===== src/rtl/seq_detector_1011.sv =====
// -----------------------------------------------------------------------------
// seq_detector_1011
//
// Serial detector for the bit pattern 1-0-1-1 (first bit oldest) on the
// single-bit stream coming out of the 2:1 mux stage. Overlapping matches are
// recognised, so 1011011 yields two detections. Each detection produces a
// one-cycle registered pulse on `match`.
//
// Optional feature (macro SEQDET_COUNT_EN):
//   defined   - a COUNT_W-bit saturating counter tallies `match` pulses and
//               `clr` clears it synchronously (clr beats a coincident
//               increment).
//   undefined - no counter register; `count` is constant 0 and `clr` is
//               ignored. The FSM and `match` behave identically.
//
// Handshake: there is no backpressure. `din` is consumed on every rising edge
// where `din_valid` is 1 and ignored (including X) on every other edge.
//
// Parameters:
//   COUNT_W   width of the match counter, 1..16 (default 8)
//
// Ports:
//   clk        in   system clock, rising-edge
//   rst        in   synchronous, active-high reset (overrides valid and clr)
//   din        in   serial data bit
//   din_valid  in   qualifies `din` on this edge
//   clr        in   synchronous clear of `count`; FSM and `match` untouched
//   match      out  one-cycle pulse per detected 1011
//   state      out  current FSM state code, for debug
//   count      out  saturating match count (0 when the counter is absent)
// -----------------------------------------------------------------------------
module seq_detector_1011 #(
  parameter int COUNT_W = 8
) (
  input  logic               clk,
  input  logic               rst,
  input  logic               din,
  input  logic               din_valid,
  input  logic               clr,
  output logic               match,
  output logic [2:0]         state,
  output logic [COUNT_W-1:0] count
);

  // Each code is the length of the pattern prefix seen so far.
  typedef enum logic [2:0] {
    S0    = 3'd0,
    S1    = 3'd1,
    S10   = 3'd2,
    S101  = 3'd3,
    S1011 = 3'd4
  } state_e;

  state_e state_q, state_d;
  logic   match_q, match_d;

  always_ff @(posedge clk) begin
    if (rst) begin
      state_q <= S0;
      match_q <= 1'b0;
    end else begin
      state_q <= state_d;
      match_q <= match_d;
    end
  end

  always_comb begin
    state_d = state_q;
    match_d = 1'b0;
    case (state_q)
      S0: begin
        if (din_valid) state_d = din ? S1 : S0;
      end
      S1: begin
        if (din_valid) state_d = din ? S1 : S10;
      end
      S10: begin
        if (din_valid) state_d = din ? S101 : S0;
      end
      S101: begin
        // The only way into S1011 is this edge, so the pulse is raised here
        // once; a stall while sitting in S1011 cannot re-trigger it.
        if (din_valid) begin
          state_d = din ? S1011 : S10;
          match_d = din;
        end
      end
      S1011: begin
        // The trailing "1" doubles as the start of a new pattern.
        if (din_valid) state_d = din ? S1 : S10;
      end
      default: begin
        // Codes 5..7 recover unconditionally.
        state_d = S0;
      end
    endcase
  end

  assign match = match_q;
  assign state = state_q;

`ifdef SEQDET_COUNT_EN
  logic [COUNT_W-1:0] count_q, count_d;

  always_ff @(posedge clk) begin
    if (rst) count_q <= '0;
    else     count_q <= count_d;
  end

  // The increment follows the visible `match` pulse, so count lags match by
  // one edge.
  always_comb begin
    count_d = count_q;
    if (clr) begin
      count_d = '0;
    end else if (match_q && (count_q != {COUNT_W{1'b1}})) begin
      count_d = count_q + COUNT_W'(1);
    end
  end

  assign count = count_q;
`else
  logic unused_clr;
  assign unused_clr = clr;
  assign count      = '0;
`endif

endmodule

===== config.mk =====
export PLATFORM = sky130hd
export DESIGN_NAME = seq_detector_1011
export DESIGN_NICKNAME = d
export VERILOG_FILES = /design/src/rtl/seq_detector_1011.sv
export SDC_FILE = /design/constraint.sdc
export NUM_CORES = 1
export LEC_CHECK = 0
export BUFFER_PORTS_ARGS = -buffer_cell sky130_fd_sc_hd__buf_4
export CAP_MARGIN = 5
export CELL_PAD_IN_SITES_DETAIL_PLACEMENT = 0
export CELL_PAD_IN_SITES_GLOBAL_PLACEMENT = 1
export CORE_AREA = 5 5 42 44
export CTS_CLUSTER_DIAMETER = 80
export DETAILED_ROUTE_END_ITERATION = 6
export DIE_AREA = 0 0 47 49
export GPL_ROUTABILITY_DRIVEN = 0
export PLACE_DENSITY_LB_ADDON = 0.1
export SYNTH_ARGS = -nofsm -noshare
export SYNTH_HDL_FRONTEND = slang
export SYNTH_SLANG_ARGS = --single-unit

===== constraint.sdc =====
create_clock -name clk -period 1.9 [get_ports clk]
set_input_delay 0.38 -clock clk [delete_from_list [all_inputs] [get_ports clk]]
set_output_delay 0.38 -clock clk [all_outputs]
set_load 0.05 [all_outputs]

# Word level (Yosys, flattened, before mapping)

Cells that the tools add are included.

Equality and inequality tests: 8
Multiplexer cells: 9
Bitwise logic cells: 2
Reduce and logical (&&, ||, !) cells: 4

Operators with widths:

| cell                                                            | number |
|---|---|
| 3-bit 2-to-1 mux                                                | 5 |
| 3-bit case mux with 4 select lines                              | 1 |
| 3-bit by 2-bit == test with 1-bit output, second input constant | 2 |
| 2-bit != test, second input constant                            | 3 |
| 2-bit 2-to-1 mux                                                | 2 |
| 4-bit AND reduction                                             | 1 |
| 3-bit by 1-bit == test with 1-bit output, second input constant | 1 |
| 3-bit == test, second input constant                            | 1 |
| 3-bit logical NOT                                               | 1 |
| 3-bit OR reduction                                              | 1 |
| 2-bit by 1-bit != test with 1-bit output, second input constant | 1 |
| 1-bit NOT                                                       | 2 |
| 2-bit OR reduction                                              | 1 |
| 1-bit 2-to-1 mux                                                | 1 |

Bits in registers: 4
Input bits: 5
Output and inout port bits: 12
Logic and storage cells: 25

# Depth between registers and ports, before layout

Gate-level depths: netlist of run 1.

Word-level depth: 4
Depth in mapped cells: 3
Gate-level depth less buffers: 3

# Worst setup path before layout of run 1

No wires, ideal clock.

Path type: register to register
From: reg state_q[2] (netlist: state[2])
To: reg state_q[2] (netlist: state[2])
Setup time: 70 ps
Arrival: 1250 ps
Required time: 1830 ps
Slack: 581 ps
Cell stages (with the launch flop): 3
Path buffers: 0
Period minus slack after synthesis: 1319 ps
Path through: dfxtp_1 -> or4b_1 -> a21oi_1

Word-level cells in the longest chain between the ends: 4
Elaborated cells between the ends (all ways): 12
Those cells by class: eq/ne: 8; mux: 1; reduce/logical: 3

Ends and longest elaborated chain:

| element                                                                          | RTL line | RTL |
|---|---|---|
| from (decl)                                                                      | 54       | `state_e state_q, state_d;` |
| from (signal assigned)                                                           | 62       | `state_q <= state_d;` |
| 3-bit == test / 3-bit by 1-bit == test with 1-bit output (equally long branches) | 70       | `case (state_q)` |
| 2-bit OR reduction (no source line)                                              | -        |  |
| 2-bit by 1-bit != test with 1-bit output (no source line)                        | -        |  |
| 4-bit AND reduction (no source line)                                             | -        |  |

Parallel ways exist; a longest one is shown, timed or not.
A chain may end at the register's enable or synchronous reset.

# Worst setup path in the final report of run 1

From: reg state_q[0] (netlist: state[0])
To: out state[0]

RTL lines:

| element   | RTL line | RTL |
|---|---|---|
| to (decl) | 41       | `output logic [2:0] state,` |

No word-level cell between the ends.

==> results of run 1 <==
## sequential cells by signal, indices dropped and copies added, names as in the netlist
register,flops
state,3
match,1
## area by class of cell
type                    count  area (um^2)
inverters                   1         3.75
well taps                  16         20.0
fillers                   166         1080
flip-flops and latches      4         80.1
repair buffers              7         52.6
clock buffers               3         22.5
multi-input cells          25          144
## cell usage in the layout (no fill, tap or decap)
cell type	Yosys	final
buf_4	8	7
o21ai_0	1	1
nor4b_1	1	1
and4bb_2	1	1
o211a_1	1	1
clkbuf_4	0	3
nor2b_1	2	2
conb_1	1	8
nor3_1	1	1
dfxtp_1	4	4
a21oi_1	3	3
o32ai_1	1	1
or2_2	1	1
or4b_1	1	1
a31oi_1	1	1
nand4_1	1	1
nand2_1	2	2
inv_1	1	1
## logic make-up after synthesis
family                 after synthesis
DFF                                  4
AOI/OAI and AO/OA                    7
and+or+nand+nor                     10
other                                1
buffers and inverters                9
## metrics by stage
stage / area [um^2] / power [mW] / utilization
after CTS: 323 / 0.268 / 0.230
after detailed placement: 300 / 0.156 / 0.214
after global placement: 300 / 0.157 / 0.214
after floorplan: 288 / 0.154 / -
final: 323 / 0.262 / 0.230
after global routing: 323 / 0.274 / 0.230
## power by group
group	internal [mW]	switching, mW	total, mW	leakage [nW]
Sequential	0.0868	0.00427	0.0911	0.0325
Combinational	0.0117	0.0520	0.0637	0.105
Clock	0.0708	0.0366	0.107	0.0138
## worst paths after layout
path | start | end | depth (start not counted)
max | state[0] | state[0] | 1
min | rst | state[2] | 2
max reg2reg | state[0] | state[2] | 2
min reg2reg | state[0] | match | 2
## metal layers
| metal | global-route usage | vias up | wire, um |
|---|---|---|---|
| li1 | - | 114 | - |
| met1 | 0.0568 | 102 | 184 |
| met2 | 0.0724 | 14 | 242 |
| met3 | 0.0258 | 4 | 90 |
| met4 | 0.0968 | 0 | 44 |
| met5 | 0 | - | 0 |
==> metrics.csv, run 1 <==
metric,value,unit
peak supply drop,0.000193,V
Pleak,0.151,nW
crit path DAT,0.95,ns
CTS HTree Levels,1,
setup bufs post-CTS,0,
post-synthesis mux area share,0,
asr flop ratio synth,0,
fin crit share,0.698,
CP endpoint kind,output pin,
Via density,4.18,
Fin Hold WS,0.339,ns
Worst R2R Setup Slack,0.78,ns
global-route usage over all layers,0.0604,
drt total wl,562,um
max incr delay on CP,0.45,ns
CP max FO,9,
top cell type's share of synthesized area,0.306,
Placed Cells,53,
"Clk pin slew, worst setup/hold paths",0.04,ns
Pwr per Cell Area,812,nW/um^2
Achievable Freq,0.754,GHz
global route overflow,0,
unrepaired setup endpoints after global routing,no,
nets,47,
largest family of logic cells by synthesized area,simple AND/OR/NAND/NOR gates,
ANT cells,0,
die height,49,um
final antenna-violating net count,0,
Synth Flop Type,dfxtp_1,
CTS Buffer Depth,2,
post-cts resize count,0,
hold_buf cts,0,
Post-Syn Instances,31,
fin worst setup slack,0.574,ns
critical path required time,1.52,ns
worst min path class,primary input to register,
"FF+latch count, synth",4,
routed len/inst,10.0,um
IO Port Bufs,7,
io pins,17,
CTS sink cnt,4,
"top cells by count, synth","buf_4 (8), dfxtp_1 (4), a21oi_1 (3)",
DRC,0,
post-synthesis cell type with the largest combined area,dfxtp_1,
Non-Filler Instances,56,
Fin. Hold Viols,0,
first-pass GRT wire length,890,um
Die Wd,47,um
count of final setup violators,0,
most frequent cell after synthesis,buf_4,
min Tclk post-route,1.33,ns
post-place setup slack,0.700,ns
post-route setup TNS,0,ns
CTS root buf,clkbuf_4,
xor and xnor area share after synthesis,0,
"top cells by area, synth","dfxtp_1 (31%), buf_4 (23%), a21oi_1 (5.7%)",
share of layout cells above drive strength 1,0.300,
critical path class,register to output pin,
die area,2300,um^2
Post-synth EDFFs,0,
Synth Area in Adders,0,
critical path cell sequence,buf_4,
MaxCap Viol Count,0,
Vias,234,
drt first-iter violations,1,
Post-Synth Simple-Gate Area,0.263,
Post-Syn Area,262,um^2
Max Slew Vio Count,0,
initial antenna violation count,0,
sequential area share after synthesis,0.306,
Layout area overhead,23.4,%
Clock Latency Late Sink,0.24,ns
Clock Skew,0.00434,ns
Synth warnings,0,
largest net degree at the start of global routing,10,
Initial Utilization,0.187,
Crit-path slowest cell,dfxtp_1,
CTS Buf Count,3,
Startpoint Class,register,
status,"complete, no violations",
Rows,14,
core area,1400,um^2
syn_area_per_cell,8.44,um^2
CTS tree,yes,
Top Family by Delay on Critical Path,flip-flops,
post-synthesis compound-gate area fraction,0.172,
number of detailed-route iterations in the first pass,2,
vias in the first global route,209,
CP bufs+invs,1,
Netlist cell types,17,
Note: power is estimated with default switching activity, not from simulation.
==> run 2: changes to the inputs <==
Clock period 1.9 ns to 1.15 ns, I/O delays scaled along.
==> metrics.csv, run 2 (same netlist as run 1, synthesis figures left out) <==
metric,value,unit,change
Layout area overhead,29.2,%,
"Clk pin slew, worst setup/hold paths",0.04,ns,about the same
peak supply drop,0.000185,V,-4.4%
CP max FO,8,,-1
Layout Utilization,0.241,,+0.0107
Worst R2R End,state[2],,
crit path DAT,0.85,ns,-0.10 ns
Max Slew Vio Count,0,,unchanged
IO Port Bufs,7,,unchanged
vias in the first global route,241,,+15%
status,"complete, no violations",,
drt first-iter violations,1,,unchanged
unrepaired setup endpoints after global routing,no,,
drt total wl,633,um,+13%
Die Wd,47,um,unchanged
count of final setup violators,0,,unchanged
Worst R2R Setup Slack,0.09,ns,-0.69 ns
largest net degree at the start of global routing,9,,-1
Rows,14,,unchanged
Startpoint Class,register,,
max incr delay on CP,0.31,ns,-0.14 ns
Crit. Startpoint,state[0],,
Pleak,0.159,nW,+4.9%
nets,48,,+2.1%
Clock Skew,0.000957,ns,-0.00338 ns
"leading cell type in the layout, fill and taps excluded",conb_1,,
io pins,17,,unchanged
Pwr per Cell Area,1300,nW/um^2,+60%
CP bufs+invs,2,,+1
CTS sink cnt,4,,unchanged
Tot Pwr,439,uW,+67%
fin crit share,0.940,,
Crit-path slowest cell,dfxtp_2,,
number of detailed-route iterations in the first pass,2,,unchanged
Initial Utilization,0.187,,unchanged
Clock Latency Late Sink,0.23,ns,about the same
Via density,4.07,,-2.6%
DRC,0,,unchanged
dpl hpwl,481,um,
ANT cells,0,,unchanged
critical path cell sequence,"buf_4, buf_6",,
final antenna-violating net count,0,,unchanged
Final Cell Area,338,um^2,+4.7%
worst min path class,primary input to register,,
critical path required time,0.92,ns,-0.60 ns
global route overflow,0,,unchanged
die area,2300,um^2,unchanged
Vias,232,,-0.85%
first-pass GRT wire length,1.07,mm,+20%
max reg flops,3,,unchanged
MaxCap Viol Count,0,,unchanged
die height,49,um,unchanged
most frequent cells in the layout,"conb_1 (8), buf_4 (7), a21oi_1 (3), clkbuf_4 (3), dfxtp_2 (3)",,
CTS HTree Levels,1,,unchanged
critical path class,register to output pin,,
hold_buf cts,0,,unchanged
CTS root buf,clkbuf_4,,
reg2reg path depth,2,,unchanged
crit path capture,state[0],,
routed len/inst,11.1,um,+11%
Critical R2R Launch,state[1],,
CTS Buffer Depth,2,,unchanged
Fin. Hold Viols,0,,unchanged
Achievable Freq,0.925,GHz,
Top Family by Delay on Critical Path,flip-flops,,
CTS Buf Count,3,,unchanged
global-route usage over all layers,0.0682,,+0.00778
share of layout cells above drive strength 1,0.390,,+0.0902
core area,1400,um^2,unchanged
CTS tree,yes,,
fin worst setup slack,0.0694,ns,-0.505 ns
post-place setup slack,0.113,ns,-0.587 ns
initial antenna violation count,0,,unchanged
Crit path depth,2,,+1
CP endpoint kind,output pin,,
HP Start,rst,,
min Tclk post-route,1.08,ns,
DP Area,312,um^2,+3.8%
==> run 2: cell types whose count changed in the layout (fill, tap and decap cells not counted) <==
cell	delta
dfxtp_1	-3
buf_6	+1
dfxtp_2	+3
==> run 2: worst register-to-register path, delay by kind of cell (launching register included) <==
family | cells | cell delay, ns
flip-flops | 1 | 0.34
AO/OA/AOI/OAI | 1 | 0.14
AND/OR/NAND/NOR | 1 | 0.50
==> run 2: area by class of cell <==
type                       count  area (um^2)
clock buffer                   3         22.5
fill                         173         1060
inverter                       1         3.75
multi-input combinational     25          144
sequential                     4         83.8
tap                           16         20.0
timing repair buffer           8         63.8
==> run 2: metal layers <==
metal	up-vias	share of wire	GRT usage
met5	-	0	0
met4	0	0	0.0829
met3	0	0.027	0.0111
met2	4	0.55	0.0882
met1	111	0.42	0.0810
li1	117	-	-
==> run 2: worst min path at each step <==
stage                    end  slack (ns)  cells after the start
floorplan           state[2]        0.29                      1
detailed placement  state[2]        0.43                      2
global route        state[2]        0.18                      2
finish              state[2]        0.19                      2
CTS                 state[2]        0.18                      2
global placement    state[2]        0.43                      2
==> run 2: power breakdown <==
group / switching, mW / total (mW) / internal (mW) / leakage [nW]
registers: 0.00318 / 0.147 / 0.144 / 0.0338
logic: 0.0928 / 0.117 / 0.0240 / 0.111
clock network: 0.0578 / 0.175 / 0.117 / 0.0138
==> run 2: stage by stage <==
step	setup TNS, ns	instances	hold WS [ns]
global placement	0	54	0.428
floorplan	-0.00212	38	0.292
detailed placement	0	54	0.429
CTS	0	57	0.182
finish	0	57	0.192
global route	0	57	0.182
==> run 2: timing repair <==
item                                    CTS  global route
endpoints found under the setup margin    0             1
buffers inserted                          0             0
endpoints found under the hold margin     0             0
resized for setup                         0             1
